===== src/rtl/scan_relock_ctrl.sv =====
// scan_relock_ctrl: relock sequencer that widens a centred triangular scan until lock returns
module scan_relock_ctrl #(
    parameter int R = 14,
    parameter int WAIT_BITS = 3,
    parameter int CONF_BITS = 16
) (
    input  logic                 clk,
    input  logic                 rst,
    input  logic                 relock_on,
    input  logic                 out_of_lock,
    input  logic signed [R-1:0]  scan_A,
    input  logic                 scan_trigger_in,
    input  logic                 sm_reset,
    input  logic [3:0]           size_init_log2,
    input  logic [3:0]           size_max_log2,
    input  logic [3:0]           retries,
    input  logic [CONF_BITS-1:0] lock_confirm,
    output logic signed [R-1:0]  new_low_lim,
    output logic signed [R-1:0]  new_hig_lim,
    output logic [3:0]           state_code,
    output logic                 run_scan,
    output logic                 freeze_pids,
    output logic                 failed,
    output logic [15:0]          relock_cnt
);
    typedef enum logic [3:0] {
        IDLE     = 4'd0,
        SET_SIZE = 4'd1,
        WAIT     = 4'd2,
        SCAN     = 4'd3,
        CONFIRM  = 4'd4,
        SUCCESS  = 4'd5,
        FAIL     = 4'd6
    } state_t;

    localparam int MAXL = R - 2;

    state_t               state, state_nx;
    logic [R-1:0]         scan_size, max_size, init_size, dbl_size;
    logic signed [R-1:0]  scan_a_val;
    logic [WAIT_BITS-1:0] wait_cnt;
    logic [CONF_BITS-1:0] conf_cnt;
    logic [3:0]           retry_cnt, eff_max, eff_init;
    logic                 first, trig_q, trig_qq, trig, abort, at_max;
    logic [R:0]           low_ext, hig_ext;

    // wraps an R+1 bit result back into R bits, saturating on overflow
    function automatic logic [R-1:0] sat(input logic [R:0] v);
        return (v[R] == v[R-1]) ? v[R-1:0] : {v[R], {(R-1){~v[R]}}};
    endfunction

    // half-span never exceeds 2^(R-2), so the limits stay within one saturation step
    assign eff_max   = (int'(size_max_log2) > MAXL) ? 4'(MAXL) : size_max_log2;
    assign eff_init  = (size_init_log2 > eff_max) ? eff_max : size_init_log2;
    assign max_size  = R'(1) << eff_max;
    assign init_size = R'(1) << eff_init;
    assign dbl_size  = scan_size << 1;
    assign at_max    = scan_size >= max_size;
    assign trig      = trig_q & ~trig_qq;
    assign abort     = (state != IDLE) & (sm_reset | ~relock_on);

    assign low_ext     = {scan_a_val[R-1], scan_a_val} - {1'b0, scan_size};
    assign hig_ext     = {scan_a_val[R-1], scan_a_val} + {1'b0, scan_size};
    assign new_low_lim = sat(low_ext);
    assign new_hig_lim = sat(hig_ext);
    assign state_code  = state;
    assign run_scan    = (state == SET_SIZE) | (state == WAIT) | (state == SCAN);
    assign freeze_pids = (state != IDLE) & (state != CONFIRM);
    assign failed      = state == FAIL;

    // next-state selection; an abort request overrides every other transition
    always_comb begin
        state_nx = state;
        case (state)
            IDLE:     state_nx = (relock_on & out_of_lock & ~sm_reset) ? SET_SIZE : IDLE;
            SET_SIZE: state_nx = WAIT;
            WAIT:     state_nx = (&wait_cnt) ? SCAN : WAIT;
            SCAN:     state_nx = !out_of_lock ? CONFIRM :
                                 !trig ? SCAN :
                                 (!at_max || retry_cnt != 4'd0) ? SET_SIZE : FAIL;
            CONFIRM:  state_nx = out_of_lock ? WAIT :
                                 (conf_cnt >= lock_confirm) ? SUCCESS : CONFIRM;
            SUCCESS:  state_nx = IDLE;
            FAIL:     state_nx = FAIL;
            default:  state_nx = IDLE;
        endcase
        if (abort)
            state_nx = IDLE;
    end

    // state register, trigger edge detector and per-state datapath updates
    always_ff @(posedge clk) begin
        if (rst) begin
            state      <= IDLE;
            scan_size  <= '0;
            scan_a_val <= '0;
            wait_cnt   <= '0;
            conf_cnt   <= '0;
            retry_cnt  <= '0;
            relock_cnt <= '0;
            first      <= 1'b1;
            trig_q     <= 1'b0;
            trig_qq    <= 1'b0;
        end else begin
            state   <= state_nx;
            trig_q  <= scan_trigger_in;
            trig_qq <= trig_q;
            if (!abort) begin
                case (state)
                    IDLE: begin
                        scan_a_val <= scan_A;
                        first      <= 1'b1;
                        retry_cnt  <= retries;
                    end
                    SET_SIZE: begin
                        scan_size <= first ? init_size : (dbl_size > max_size ? max_size : dbl_size);
                        first     <= 1'b0;
                        wait_cnt  <= '0;
                    end
                    WAIT: wait_cnt <= wait_cnt + 1'b1;
                    SCAN: begin
                        if (!out_of_lock)
                            conf_cnt <= '0;
                        else if (trig && at_max && retry_cnt != 4'd0) begin
                            retry_cnt <= retry_cnt - 1'b1;
                            first     <= 1'b1;
                        end
                    end
                    CONFIRM: begin
                        if (out_of_lock)
                            wait_cnt <= '0;
                        else if (conf_cnt < lock_confirm)
                            conf_cnt <= conf_cnt + 1'b1;
                    end
                    SUCCESS: relock_cnt <= (&relock_cnt) ? relock_cnt : relock_cnt + 1'b1;
                    default: ;
                endcase
            end
        end
    end
endmodule


===== config.mk =====
export PLATFORM = sky130hd
export DESIGN_NAME = scan_relock_ctrl
export DESIGN_NICKNAME = d
export VERILOG_FILES = /design/src/rtl/scan_relock_ctrl.sv
export SDC_FILE = /design/constraint.sdc
export NUM_CORES = 1
export LEC_CHECK = 0
export BUFFER_PORTS_ARGS = -buffer_cell sky130_fd_sc_hd__buf_2
export CELL_PAD_IN_SITES_DETAIL_PLACEMENT = 1
export CELL_PAD_IN_SITES_GLOBAL_PLACEMENT = 2
export CORE_ASPECT_RATIO = 0.75
export CORE_MARGIN = 4
export CORE_UTILIZATION = 34
export CTS_CLUSTER_DIAMETER = 150
export DETAILED_ROUTE_END_ITERATION = 10
export PLACE_DENSITY_LB_ADDON = 0.25
export SETUP_SLACK_MARGIN = 0.15
export SLEW_MARGIN = 20
export SYNTH_ARGS = -nofsm -noshare
export SYNTH_HDL_FRONTEND = slang
export SYNTH_SLANG_ARGS = --single-unit

===== constraint.sdc =====
create_clock -name clk -period 4 [get_ports clk]
set_clock_uncertainty 0.15 [all_clocks]
set_input_delay 0.2 -clock clk [delete_from_list [all_inputs] [get_ports clk]]
set_output_delay 0.2 -clock clk [all_outputs]
set_load 0.01 [all_outputs]

Word-level counts from Yosys, hierarchy flattened:

Cells that the tools add are included.

* order comparisons: 6
* equal/unequal tests: 15
* multiplexer cells: 26
* reduce and logical (&&, ||, !) cells: 21
* shift-type cells: 2
* bitwise logic cells: 15
* add/subtract/negate cells: 6

Operators by type and width (number)
* 14-bit two-way mux: 4
* 16-bit two-way mux: 3
* 16-bit by 1-bit adder with 16-bit output, second input constant: 2
* 16-bit case mux with 2 select lines: 1
* 1-bit by 4-bit left shift with 14-bit output, first input constant: 2
* 3-bit case mux with 6 select lines: 1
* 16-bit greater-or-equal comparator: 1
* 16-bit < comparator: 1
* 4-bit two-way mux: 4
* 16-bit AND reduction: 1
* 15-bit by 14-bit adder with 15-bit output: 1
* 3-bit two-way mux: 5
* 15-bit by 14-bit subtractor with 15-bit output: 1
* 14-bit greater-or-equal comparator: 1
* 14-bit > comparator: 1
* 4-bit by 3-bit == test with 1-bit output, second input constant: 3
* 2-bit != test, second input constant: 5
* 3-bit case mux with 3 select lines: 1
* 3-bit AND reduction: 3
* 4-bit by 2-bit == test with 1-bit output, second input constant: 2
* 4-bit case mux with 2 select lines: 1
* 4-bit AND reduction: 2
* 4-bit nonzero test: 2
* 1-bit inverter: 7
* 21 further kinds: 36

* word-level logic and storage cells: 101
* output and inout bits: 51
* register bits: 74

Longest topological paths before layout:

* word-level depth: 10
* gate-level depth with buffers: 13
* depth with buffers taken out: 11

Worst setup path after synthesis:

Ideal clock, no wire load.

* kind: input to register
* from: input size_max_log2[2]
* to: register first
* slack: 1013 ps
* required time: 3716 ps
* setup time: 134 ps
* arrival time: 2703 ps
* cell stages on the path: 11
* cell sequence: clkbuf_1 > inv_1 > nor2_1 > nand2_1 > ha_1 > and3_1 > a221oi_1 > o41ai_1 > nor2b_1 > a41oi_1 > or4_1

* longest elaborated chain between the ends: 8

Ends and longest elaborated chain
* start: declaration: RTL line 15 `input logic [3:0] size_max_log2,`
* 4-bit > comparator: RTL line 53 `assign eff_max = (int'(size_max_log2) > MAXL) ? 4'(MAXL) : size_max_log2;`
* 4-bit two-way mux *: RTL line 53
* 1-bit by 4-bit left shift with 14-bit output *: RTL line 55 `assign max_size = R'(1) << eff_max;`
* 14-bit greater-or-equal comparator *: RTL line 58 `assign at_max = scan_size >= max_size;`
* 1-bit logical AND * (2 in a row): RTL line 124 `else if (trig && at_max && retry_cnt != 4'd0) begin`
* 2-bit by 1-bit != test with 1-bit output (no line) *
* 4-bit AND reduction (no line) *
* end signal: assignment: RTL line 112 `first <= 1'b1;`
* end signal: assignment: RTL line 117 `first <= 1'b0;`
* end signal: assignment: RTL line 126 `first <= 1'b1;`
* end: declaration: RTL line 44 `logic first, trig_q, trig_qq, trig, abort, at_max;`

Every way passes the cells marked *; elsewhere a longest branch is shown, timed or not.
A chain may end at the register's enable or synchronous reset.

Worst setup path after layout:

* from: register scan_size[2]
* to: output new_hig_lim[11]

* longest elaborated chain between the ends: 3

Ends and longest elaborated chain
* start: declaration: RTL line 39 `logic [R-1:0] scan_size, max_size, init_size, dbl_size;`
* start signal: assignment: RTL line 116 `scan_size <= first ? init_size : (dbl_size > max_size ? max_size : dbl_size);`
* 15-bit by 14-bit adder with 15-bit output *: RTL line 63 `assign hig_ext = {scan_a_val[R-1], scan_a_val} + {1'b0, scan_size};`
* 1-bit == test / 1-bit inverter (equally long branches): RTL line 49 `return (v[R] == v[R-1]) ? v[R-1:0] : {v[R], {(R-1){~v[R]}}};`
* 14-bit two-way mux *: RTL line 49
* end: declaration: RTL line 19 `output logic signed [R-1:0] new_hig_lim,`

Marks and branches as above.

==> impl_results.md <==
- Ratio of final minimum period to clock period: 93.4%
- Max-cap viol count: 0
- Post-synth EDFFs: 0
- Diode count: 0
- Worst rel slew slack: 46.7%
- Crit path time final: 3.73 ns
- Pins over their slew limit: 0
- Vias per cell: 5.55
- Core area: 20200 um^2
- CP startpoint kind: register
- # port buffers: 97
- Part of the power in registers: 32.6%
- Async SR Flop Fraction: 0%
- RSZ-0062 raised after global routing: yes
- Synth Instances: 904
- Synth area leader: dfxtp_1
- Post-synthesis sequential area ratio: 21.0%
- Reg2Reg Depth: 9
- Worst slew pin tran: 0.797 ns
- GPL Wtd Cong: 0.897
- Largest net degree at the start of global routing: 38
- Antenna-violating nets left: 0
- Max Freq: 0.268 GHz
- Hold Fails Final Rpt: 0
- Max clock buf depth: 2
- Worst endpoint data arrival time: 3.38 ns
- Max stage delay on crit path: 0.44 ns
- Setup crit end kind: primary output
- First-pass GRT wire length: 38.1 mm
- Worst Hold Path Cells: 3
- # IOs: 99
- Status: finished clean
- CTS Sinks: 73
- Setup TNS: 0 ns
- Fin util: 40.7%
- Clock slew at reported path FFs: 0.07 ns
- Number of global-route vias before repair: 6850
- Die width: 173 um
- Synth cell types: 80
- Ys Warns: 0
- Power Internal: 1.54 mW
- CP Class: reg -> out
- Hold WC Path Type: in -> reg
- Global route overflow: 0
- Netlist area before placement: 6970 um^2
- Hold_ws: 0.0284 ns
- Switching part of the total power: 34.8%
- Most used cell along the critical path: a211oi_2
- Logic pwr share: 30.8%
- Top FF cell, synth: dfxtp_1
- Clk_lat worst skew: 0.35 ns
- Peak supply drop: 0.191 mV
- Top cells by area, synth: dfxtp_1 (21%), ha_1 (14%), a21oi_1 (5.6%)
- H-tree levels: 3
- CTS tree: built
- Row count: 45
- Power per standard cell area: 287 nW/um^2
- Starting Density: 34.5%
- Cells along the critical path: inv_1, ha_1, o21bai_2, a211oi_2, a211oi_2, o41a_1, a311oi_4, buf_4, a21bo_1, a21oi_2, buf_2
- DRC viols: 0
- Final setup fails: 0
- Post-synth top cells: nand2_1 (89), ha_1 (80), a21oi_1 (78)
- Initial antenna violation count: 0
- Worst Path Required: 3.65 ns
- Via count: 7048
- Total GRT Usage: 20.2%
- Die Ht: 132 um
- Syn avg cell area: 7.71 um^2
- Root Buffer Master: clkbuf_16
- Drt pass-1 iters: 5
- #FFs+latches synth: 73
- Die area: 22900 um^2
- Critical-path maximum fanout: 15
- Share of cells above drive strength 1: 17.3%
- Fin nets: 1138
- Slowest CP cell: ha_1
- Iter 0 DRT Violations: 717
- Leak: 3.50 nW
- Dpl hpwl: 18.7 mm
- Net Sw Power: 0.820 mW
- Layout Area Growth over Synthesis: 17.9%
- Clk network pwr share: 36.6%
- Number of buffers created by CTS: 9
- Most common cell in the netlist: nand2_1
- Final wirelength: 23.8 mm
- Top cell type's share of synthesized area: 21.0%
- Routed wire per std cell: 18.7 um
[worst max-delay path, delay by kind of cell (launching register included)]
kind                       cells  cell delay (ns)
AOI/OAI and AO/OA              7             1.67
DFF                            1             0.43
adders and majority gates      1             0.44
buffers and inverters          3             0.50
[stage by stage]
step / instance area [um^2] / std cells / setup WS (ns) / power [mW]
floorplan: 6980 / 905 / 1.01 / 1.26
global placement: 7740 / 1240 / 0.368 / 1.49
detailed placement: 7740 / 1240 / 0.350 / 1.49
CTS: 8210 / 1271 / 0.157 / 2.37
global route: 8220 / 1271 / 0.0155 / 2.47
finish: 8220 / 1271 / 0.266 / 2.36
[flip-flops by register name, summed over array words and instances (netlist names)]
register	count
relock_cnt	16
state_code	3
scan_size	14
first	1
wait_cnt	3
scan_a_val	14
trig_qq	1
retry_cnt	4
trig_q	1
conf_cnt	16
[per-layer routing]
layer | vias up | GRT usage [%] | part of all wire [%]
li1 | 3504 | - | -
met1 | 3367 | 32.5 | 54
met4 | 0 | 2.70 | 0.43
met3 | 8 | 3.35 | 5.5
met5 | - | 0 | 0
met2 | 169 | 28.5 | 40
[worst paths after layout]
kind | start | to | slack (ns)
setup / recovery | scan_size[2] | new_hig_lim[11] | 0.27
hold / removal | retries[0] | retry_cnt[0] | 0.03
setup reg to reg | conf_cnt[9] | conf_cnt[15] | 0.89
hold reg to reg | trig_q | trig_qq | 0.32
[placed cells by master (no fill, tap or decap), drive strengths merged, types with 5 or more instances in the layout]
cell type      n
nor3          27
dfxtp         73
a221oi        12
nand2         91
maj3          25
o211ai         9
xor2          10
nand2b         8
dlygate4sd3   15
o21a           5
a211oi        20
or3            9
a311oi         5
a31oi          7
a21o           8
clkbuf         9
nand3         18
or4           13
o41ai          6
nor2          79
inv           70
ha            80
a21oi         79
o21bai         5
o31ai          9
nor2b         22
mux2i         10
nor4           5
and3           9
a41oi          8
buf          120
o21ai         41
nand4         24
xnor2         30
[power by group through the flow]
stage	clock [mW]	combinational (mW)	sequential, mW
5_1_grt	0.910	0.793	0.772
3_3_place_gp	0	0.702	0.785
3_5_place_dp	0	0.705	0.785
6_report	0.864	0.726	0.769
4_1_cts	0.879	0.721	0.768
2_1_floorplan	0	0.484	0.773
[logic make-up (layout without fill, tap and decap cells)]
kind of cell             count (synthesis)  in the layout  synth area share [%]
adder cells (fa/ha/maj)                107            107                  18.7
buffers and inverters                  111            219                  6.75
AO/OA/AOI/OAI                          242            242                  24.2
AND/OR/NAND/NOR                        319            319                  22.7
multiplexers                            10             10                  1.44
XOR/XNOR                                40             40                  5.13
other                                    2              3                 0.108
flip-flops                              73             73                  21.0
[final cells by class]
type / count / area (um^2)
Clock buffer: 9 / 225
Clock inverter: 7 / 85.1
Fill cell: 2508 / 12000
Inverter: 68 / 255
Multi-Input combinational cell: 721 / 5060
Sequential cell: 73 / 1460
Tap cell: 258 / 323
Timing Repair Buffer: 135 / 808
[repair_timing]
item | 4_1_cts | 5_1_grt
gates resized for setup | 2 | 2
setup endpoints to repair | 13 | 26
hold buffers | 15 | 0
endpoints found under the hold margin | 15 | 0
pin swaps | 0 | 2
cloned | 0 | 0
setup buffers | 0 | 0
Note: power is estimated with default switching activity, not from simulation.
